$ cat config.mk
export PLATFORM = sky130hd
export DESIGN_NAME = elevator_ctrl
export DESIGN_NICKNAME = d
export VERILOG_FILES = /design/src/rtl/elevator_pkg.sv /design/src/rtl/elevator_ctrl_tick_gen.sv /design/src/rtl/elevator_ctrl.sv
export SDC_FILE = /design/constraint.sdc
export NUM_CORES = 1
export LEC_CHECK = 0
export CORE_ASPECT_RATIO = 0.7
export CORE_MARGIN = 2
export CORE_UTILIZATION = 25
export DETAILED_ROUTE_END_ITERATION = 10
export GPL_TIMING_DRIVEN = 1
export PLACE_DENSITY_LB_ADDON = 0.3
export SYNTH_ARGS = -nofsm -noshare
export SYNTH_HDL_FRONTEND = slang
export SYNTH_SLANG_ARGS = --single-unit
export TNS_END_PERCENT = 20
$ cat constraint.sdc
create_clock -name clk -period 2.5 [get_ports clk]
set_input_delay 0.5 -clock clk [delete_from_list [all_inputs] [get_ports clk]]
set_output_delay 0.5 -clock clk [all_outputs]
set_load 0.01 [all_outputs]
$ cat src/rtl/elevator_pkg.sv
// Shared types and constants for the two-floor elevator controller.
package elevator_pkg;

    typedef enum logic [1:0] {
        IDLE      = 2'd0,
        MOVE_UP   = 2'd1,
        MOVE_DOWN = 2'd2,
        DOOR      = 2'd3
    } state_e;

    localparam logic       FLOOR_1 = 1'b0;
    localparam logic       FLOOR_2 = 1'b1;
    localparam logic [3:0] BCD_MAX = 4'd9;

    // Saturating BCD digit increment used for the seconds display.
    function automatic logic [3:0] bcd_inc_sat(input logic [3:0] v);
        return (v == BCD_MAX) ? BCD_MAX : v + 4'd1;
    endfunction

endpackage

$ cat src/rtl/elevator_ctrl_tick_gen.sv
// 100 ms tick prescaler: counts 0..TICK_DIV-1 and flags the wrap cycle.
module tick_gen #(
    parameter int TICK_DIV = 10
) (
    input  logic clk,
    input  logic rst_n,
    input  logic clr,
    output logic tick
);
    localparam int            PW   = $clog2(TICK_DIV);
    localparam logic [PW-1:0] LAST = PW'(TICK_DIV - 1);

    logic [PW-1:0] presc_q;
    logic [PW-1:0] presc_d;

    always_comb begin
        presc_d = presc_q;
        if (clr) begin
            presc_d = '0;
        end else if (presc_q == LAST) begin
            presc_d = '0;
        end else begin
            presc_d = presc_q + PW'(1);
        end
    end

    always_ff @(posedge clk) begin
        if (!rst_n) begin
            presc_q <= '0;
        end else begin
            presc_q <= presc_d;
        end
    end

    assign tick = (presc_q == LAST);

endmodule

$ cat src/rtl/elevator_ctrl.sv
// Two-floor elevator controller with per-phase BCD timer.
// Optional ELEV_DOOR_HOLD_EN adds door_hold, which freezes the dwell timer at 0.
module elevator_ctrl
    import elevator_pkg::*;
#(
    parameter int CLK_FREQ_HZ = 50_000_000,
    parameter int TRAVEL_S    = 3,
    parameter int DOOR_S      = 2
) (
    input  logic       clk,
    input  logic       rst_n,
    input  logic       call_f1,
    input  logic       call_f2,
`ifdef ELEV_DOOR_HOLD_EN
    input  logic       door_hold,
`endif
    output logic       floor_disp,
    output logic       state_up,
    output logic       state_down,
    output logic       state_stay,
    output logic [3:0] cnt_s_disp,
    output logic [3:0] cnt_ms_disp
);
    localparam int         TICK_DIV   = CLK_FREQ_HZ / 10;
    localparam logic [3:0] TRAVEL_BCD = 4'(TRAVEL_S);
    localparam logic [3:0] DOOR_BCD   = 4'(DOOR_S);

    state_e     state_q, state_d;
    logic       floor_q, floor_d;
    logic [1:0] req_q, req_d;
    logic [3:0] cnt_s_q, cnt_s_d;
    logic [3:0] cnt_ms_q, cnt_ms_d;
    logic       up_q, up_d;
    logic       down_q, down_d;
    logic       stay_q, stay_d;

    logic       tick_s;
    logic       hold_s;
    logic       clr_s;
    logic       travel_done_s;
    logic       door_done_s;
    logic [1:0] req_clr_s;

    tick_gen #(
        .TICK_DIV (TICK_DIV)
    ) u_tick_gen (
        .clk   (clk),
        .rst_n (rst_n),
        .clr   (clr_s),
        .tick  (tick_s)
    );

    always_comb begin
        hold_s = 1'b0;
`ifdef ELEV_DOOR_HOLD_EN
        if (state_q == DOOR) begin
            hold_s = door_hold;
        end else begin
            hold_s = 1'b0;
        end
`endif
        travel_done_s = (cnt_s_q == TRAVEL_BCD) && (cnt_ms_q == 4'd0) && !tick_s;
        door_done_s   = (cnt_s_q == DOOR_BCD) && (cnt_ms_q == 4'd0) && !tick_s;

        state_d = state_q;
        floor_d = floor_q;
        case (state_q)
            IDLE: begin
                if (req_q[floor_q]) begin
                    state_d = DOOR;
                end else if (req_q[~floor_q]) begin
                    state_d = (floor_q == FLOOR_1) ? MOVE_UP : MOVE_DOWN;
                end else begin
                    state_d = IDLE;
                end
            end
            MOVE_UP, MOVE_DOWN: begin
                if (travel_done_s) begin
                    state_d = DOOR;
                    floor_d = ~floor_q;
                end else begin
                    state_d = state_q;
                end
            end
            DOOR: begin
                if (door_done_s) begin
                    state_d = IDLE;
                end else begin
                    state_d = DOOR;
                end
            end
            default: begin
                state_d = IDLE;
            end
        endcase

        clr_s = (state_d != state_q) || hold_s;

        // Clearing on every DOOR cycle also absorbs calls for the floor being served.
        req_clr_s = 2'b00;
        if (state_d == DOOR) begin
            req_clr_s[floor_d] = 1'b1;
        end else begin
            req_clr_s = 2'b00;
        end
        req_d = (req_q | {call_f2, call_f1}) & ~req_clr_s;

        cnt_s_d  = cnt_s_q;
        cnt_ms_d = cnt_ms_q;
        if (clr_s) begin
            cnt_s_d  = 4'd0;
            cnt_ms_d = 4'd0;
        end else if (tick_s) begin
            if (cnt_ms_q == BCD_MAX) begin
                cnt_ms_d = 4'd0;
                cnt_s_d  = bcd_inc_sat(cnt_s_q);
            end else begin
                cnt_ms_d = cnt_ms_q + 4'd1;
            end
        end else begin
            cnt_s_d  = cnt_s_q;
            cnt_ms_d = cnt_ms_q;
        end

        up_d   = (state_d != MOVE_UP);
        down_d = (state_d != MOVE_DOWN);
        stay_d = !((state_d == IDLE) || (state_d == DOOR));
    end

    always_ff @(posedge clk) begin
        if (!rst_n) begin
            state_q  <= IDLE;
            floor_q  <= FLOOR_1;
            req_q    <= 2'b00;
            cnt_s_q  <= 4'd0;
            cnt_ms_q <= 4'd0;
            up_q     <= 1'b1;
            down_q   <= 1'b1;
            stay_q   <= 1'b0;
        end else begin
            state_q  <= state_d;
            floor_q  <= floor_d;
            req_q    <= req_d;
            cnt_s_q  <= cnt_s_d;
            cnt_ms_q <= cnt_ms_d;
            up_q     <= up_d;
            down_q   <= down_d;
            stay_q   <= stay_d;
        end
    end

    assign floor_disp  = floor_q;
    assign state_up    = up_q;
    assign state_down  = down_q;
    assign state_stay  = stay_q;
    assign cnt_s_disp  = cnt_s_q;
    assign cnt_ms_disp = cnt_ms_q;

endmodule
Word level (Yosys, flattened, before mapping)
Index checks and enable logic that the tools add are counted.
Widths: inputs -> output; s select.
Operators by class
  divide/modulo/power cells: 0
  multiply operators: 0
  mux-type cells: 17
  add/sub/neg operators: 3
  eq/ne operators: 12
  $lt $le $gt $ge: 4
  bitwise gates (word level): 5
  reduce and logical (&&, ||, !) cells: 15
  shift-type cells: 0
Operator list (count)
  $add 23x1->23 const B: 1
  $eq 23x23->1 const B: 1
  $mux 2: 6
  $add 4x1->4 const B: 2
  $eq 4x2->1 const B: 2
  $eq 4x4->1 const B: 2
  $mux 4: 2
  $mux 1: 7
  $eq 2x2->1 const B: 3
  $lt 1x2->1 const B: 3
  $pmux 2 s3: 1
  $logic_and 1x1->1: 5
  $logic_not 2->1: 2
  $logic_not 4->1: 1
  $reduce_or 2->1: 2
  $reduce_or 3->1: 1
  $and 2x2->2: 1
  $eq 2x1->1 const B: 1
  $logic_not 1->1: 2
  $ne 2x1->1 const B: 1
  $ne 2x2->1: 1
  $ne 2x2->1 const B: 1
  $not 1->1: 2
  $not 2->2: 1
  other kinds (5): 5
Word-level totals
  bits in writable memories: 0
  word-level logic and storage cells: 65
  memory bits (read-only): 0
  memories kept: 0
  output and inout port bits: 12
  latch bits: 0
  input bits: 4
  register bits: 39

Depth between registers and ports, before layout
  depth in word-level cells: 12
  gate-level depth with buffers: 9
  gate-level depth less buffers: 9

Hierarchy
Synthesis repeated with hierarchy kept, for this count alone.
Unflattened totals
  cell total of the unflattened synthesis: 220
  area total of the unflattened synthesis: 2018.2 um2
Modules (own cells, without submodules)
  tick_gen: area each 1082.3 um2, cells each 120, instances 1
  elevator_ctrl: area each 935.9 um2, cells each 100, instances 1

Least setup slack after synthesis
OpenSTA, ideal clock, no wires.
  path kind: register to register
  start point: register cnt_ms_q[0] (netlist: cnt_ms_disp[0])
  end point: register stay_q (netlist: state_stay)
  cell stages (with the launch flop): 9
  buffers on the path: 1
  data arrival time: 1.959 ns
  period minus slack after synthesis: 2.074 ns
  slack: 0.426 ns
  path through: dfxtp_1 > buf_2 > nor3_1 > nand3b_1 > a21oi_2 > a21bo_4 > o31a_1 > ha_1 > and2_1
Between the ends
  longest elaborated chain between the ends: 8
  elaborated cells between the ends (all ways): 12
  those cells by class: eq/ne (1); mux (3); reduce/logical (8)
Ends and longest elaborated chain
  start, declared: RTL line elevator_ctrl.sv:32  | logic [3:0] cnt_ms_q, cnt_ms_d;
  start signal, assigned: RTL line elevator_ctrl.sv:145  | cnt_ms_q <= cnt_ms_d;
  $logic_not 4->1 (*): RTL line elevator_ctrl.sv:62, elevator_ctrl.sv:63
  $logic_and 1x1->1, on equally long branches (2 in series): RTL line elevator_ctrl.sv:63, elevator_ctrl.sv:62
  $mux 2, on equally long branches: RTL line elevator_ctrl.sv:86, elevator_ctrl.sv:78
  $pmux 2 s3 (*): RTL line elevator_ctrl.sv:67  | case (state_q)
  net state_d[0]: RTL line elevator_ctrl.sv:28  | state_e state_q, state_d;
  $eq 2x2->1 / $logic_not 2->1 (equally long branches): RTL line elevator_ctrl.sv:127  | stay_d = !((state_d == IDLE) || (state_d == DOOR));
  $logic_or 1x1->1 (*): RTL line elevator_ctrl.sv:127
  $logic_not 1->1 (*): RTL line elevator_ctrl.sv:127
  net stay_d: RTL line elevator_ctrl.sv:35  | logic stay_q, stay_d;
  end signal, assigned: RTL line elevator_ctrl.sv:148  | stay_q <= stay_d;
  end, declared: RTL line elevator_ctrl.sv:35
Mark *: on every way through the listed nets, which the timed path passes. The rest lies on a longest branch.
A chain may end at the register's enable or synchronous reset.

Worst setup path after layout
  start point: register u_tick_gen.presc_q[0]
  end point: register stay_q (netlist: state_stay)
Between the ends
  longest elaborated chain between the ends: 8
  elaborated cells between the ends (all ways): 11
  those cells by class: eq/ne (2); mux (3); reduce/logical (6)
Ends and longest elaborated chain
  start, declared: RTL line elevator_ctrl_tick_gen.sv:13  | logic [PW-1:0] presc_q;
  start signal, assigned: RTL line elevator_ctrl_tick_gen.sv:31  | presc_q <= presc_d;
  $eq 23x23->1 (*): RTL line elevator_ctrl_tick_gen.sv:35  | assign tick = (presc_q == LAST);
  $logic_not 1->1 (*): RTL line elevator_ctrl.sv:62, elevator_ctrl.sv:63
  $logic_and 1x1->1, on equally long branches: RTL line elevator_ctrl.sv:63, elevator_ctrl.sv:62
  $mux 2, on equally long branches: RTL line elevator_ctrl.sv:86, elevator_ctrl.sv:78
  $pmux 2 s3 (*): RTL line elevator_ctrl.sv:67
  net state_d[0]: RTL line elevator_ctrl.sv:28
  $eq 2x2->1 / $logic_not 2->1 (equally long branches): RTL line elevator_ctrl.sv:127
  $logic_or 1x1->1 (*): RTL line elevator_ctrl.sv:127
  $logic_not 1->1 (*): RTL line elevator_ctrl.sv:127
  net stay_d: RTL line elevator_ctrl.sv:35
Marked as above.

==> results.json <==
{
  "ys.flop_type": "dfxtp_1",
  "synth_edf_count": 0,
  "setup_violations": 0,
  "rsz0062_at_grt": "false",
  "slowest_stage": "dfxtp_1",
  "numCtsBuffers": 5,
  "critical_path_class": "flip-flop to flip-flop",
  "ys_top_cells_by_area": "dfxtp_1, xnor2_1, nor2_1",
  "cts_tree": "built",
  "fin_nets": 249,
  "grt_max_degree": 24,
  "critical_path.cell_chain": "ha_1, nand3_1, nor2_2, and4_1, nor2b_1, o31a_1, ha_1, and2_1",
  "drt_iter0_markers": 63,
  "fp-row-count": 26,
  "post-cts-setup-buffer-count": 0,
  "power_density_nw_per_um2": 775,
  "yosys_warnings": 0,
  "place_congestion": 0.781,
  "crit_required_ns": 2.69,
  "cp-end-kind": "flip-flop",
  "r2r_slack_ns": 0.29,
  "firstDrtPassIters": 4,
  "relSlewSlack": 0.761,
  "crit_arrival_ns": 2.40,
  "crit_fanout": 4,
  "synth_nets": 227,
  "path_clk_slew_ns": 0.08,
  "antenna_found_initial": 0,
  "layout_commonest_cell": "dfxtp_1",
  "hold_depth": 1,
  "worstHoldEndpoint": "u_tick_gen.presc_q[0]",
  "synth_top_area_cell": "dfxtp_1",
  "insertion_delay_ns": 0.28,
  "yosys_register_bits": 39,
  "syn-instance-count": 217,
  "min_path_type": "flip-flop to flip-flop",
  "fin_skew_ns": 0.0121,
  "grt_pass1_vias": 1368,
  "maxSlewViolCount": 0,
  "die_x_um": 108,
  "hold_ws_ns": 0.470,
  "coreArea_um2": 7290,
  "grt_pass1_wl_um": 6350,
  "worst_r2r_path_depth": 8,
  "start_util": 0.258,
  "post-route-period-util": 0.884,
  "finalHoldViolations": 0,
  "n_antenna_cell": 0,
  "cap_violations": 0,
  "via_count": 1407,
  "crit_top_cell": "ha_1",
  "cts_root_buffer": "clkbuf_8",
  "final_layout_size_suffix_gt1_frac": 0.0708,
  "dieHeight_um": 76.6,
  "max_freq_mhz": 452,
  "cts_resized": 0,
  "drt_wl_total_um": 3550,
  "period_needed_ns": 2.21,
  "io_pins": 16,
  "htreeDepth": 2,
  "synth.top_cell.area_share": 0.415,
  "cts_sinks": 39,
  "fin_tns_setup_ns": 0,
  "place_hpwl_um": 2600,
  "status": "completed",
  "r2r-end": "state_stay",
  "drc": 0,
  "r2r_start": "u_tick_gen.presc_q[0]",
  "async_flop_share": 0,
  "worst_pin_slew_ns": 0.358,
  "p_leak_nw": 0.755,
  "crit_path_max_incr_delay_ns": 0.37,
  "wl_per_cell_um": 10.5,
  "syn_area_um2": 1880,
  "ant_nets": 0,
  "clock_path_buffers": 2,
  "portBuffers": 15,
  "layout_common_cells": "dfxtp_1, nor2_1, nand2_1, xnor2_1, clkdlybuf4s50_1",
  "cts-hold-fix-buffers": 0,
  "dieArea_um2": 8240,
  "grt_usage": 0.0939,
  "ys_seq_area_frac": 0.415,
  "synth_cell_types": 35,
  "syn_avg_cell_area_um2": 8.67,
  "area_growth_pct": 19.4,
  "critPathLaunchType": "flip-flop",
  "viasPerCell": 4.16,
  "peakVddDrop_v": 0.000360,
  "grt-ovfl-total": 0,
  "min_from": "u_tick_gen.presc_q[0]"
}
[layer usage]
metal  GRT usage  up-vias  wire length (µm)
li1            -      775                 -
met1       0.146      614              2140
met2       0.125       16              1260
met3      0.0231        2               124
met4      0.0269        0                27
met5           0        -                 0
[power by group]
part / switching [mW] / internal, mW / leakage [nW]
sequential: 0.0334 / 0.677 / 0.316
clock: 0.210 / 0.196 / 0.0422
combinational: 0.365 / 0.259 / 0.397
total: 0.608 / 1.13 / 0.755
[cells by family after synthesis]
family / count (synthesis) / synth area share
flip-flops: 39 / 0.415
adder cells (fa/ha/maj): 6 / 0.0399
AND/OR/NAND/NOR: 111 / 0.300
XOR/XNOR: 26 / 0.121
multiplexers: 4 / 0.0279
buffers and inverters: 13 / 0.0286
AO/OA/AOI/OAI: 18 / 0.0672
[sequential cells by signal, indices dropped and copies added, names as in the netlist]
signal              cells
cnt_s_disp              4
floor_disp              1
u_tick_gen.presc_q     23
state_stay              1
state_down              1
req_q                   2
cnt_ms_disp             4
state_q                 2
state_up                1
[Yosys cell counts, types with 2 or more instances]
| cell type | count |
|---|---|
| nand3_1 | 9 |
| nand2_1 | 18 |
| a21oi_1 | 5 |
| ha_1 | 6 |
| xnor2_1 | 18 |
| xor2_1 | 8 |
| and4_1 | 2 |
| o31a_1 | 2 |
| buf_2 | 4 |
| mux2i_1 | 3 |
| dfxtp_1 | 39 |
| nand2b_1 | 2 |
| o21ai_0 | 6 |
| nand4_1 | 3 |
| and3_1 | 5 |
| nor4_1 | 4 |
| nor2_1 | 38 |
| and2_1 | 5 |
| nand3b_1 | 2 |
| nor3_1 | 8 |
| nor2b_1 | 8 |
| inv_1 | 9 |
[worst max-delay path by stage]
stage,from,to,slack [ns],cells past startpoint
finish,u_tick_gen.presc_q[0],state_stay,0.29,8
global route,u_tick_gen.presc_q[0],state_stay,0.11,8
CTS,u_tick_gen.presc_q[0],state_stay,0.26,8
detailed placement,u_tick_gen.presc_q[0],state_stay,0.27,8
global placement,u_tick_gen.presc_q[0],state_stay,0.29,8
floorplan,cnt_ms_disp[0],state_stay,0.43,8
[critical path: cells and delay by family, from the launching register on]
| kind | cells | cell delay, ns |
|---|---|---|
| and+or+nand+nor | 5 | 0.90 |
| DFF | 1 | 0.37 |
| AOI/OAI and AO/OA | 1 | 0.35 |
| adders and majority gates | 2 | 0.49 |
[final cells by class]
cell class,instances,area [µm²]
timing repair buffer,19,180
fill,777,5040
sequential,39,781
multi-input combinational,165,1050
clock inverter,1,5.00
tap,98,123
clock buffer,7,76.3
inverter,9,33.8
[metrics by stage]
| stage | std cells | setup WS, ns | area (µm²) | util | power [mW] |
|---|---|---|---|---|---|
| floorplan | 217 | 0.426 | 1880 | - | 1.19 |
| global placement | 330 | 0.292 | 2160 | 0.297 | 1.37 |
| detailed placement | 330 | 0.265 | 2160 | 0.297 | 1.35 |
| CTS | 338 | 0.261 | 2240 | 0.308 | 1.77 |
| global route | 338 | 0.114 | 2240 | 0.308 | 1.88 |
| finish | 338 | 0.289 | 2240 | 0.308 | 1.74 |
Power figures use the tool's default switching activity.
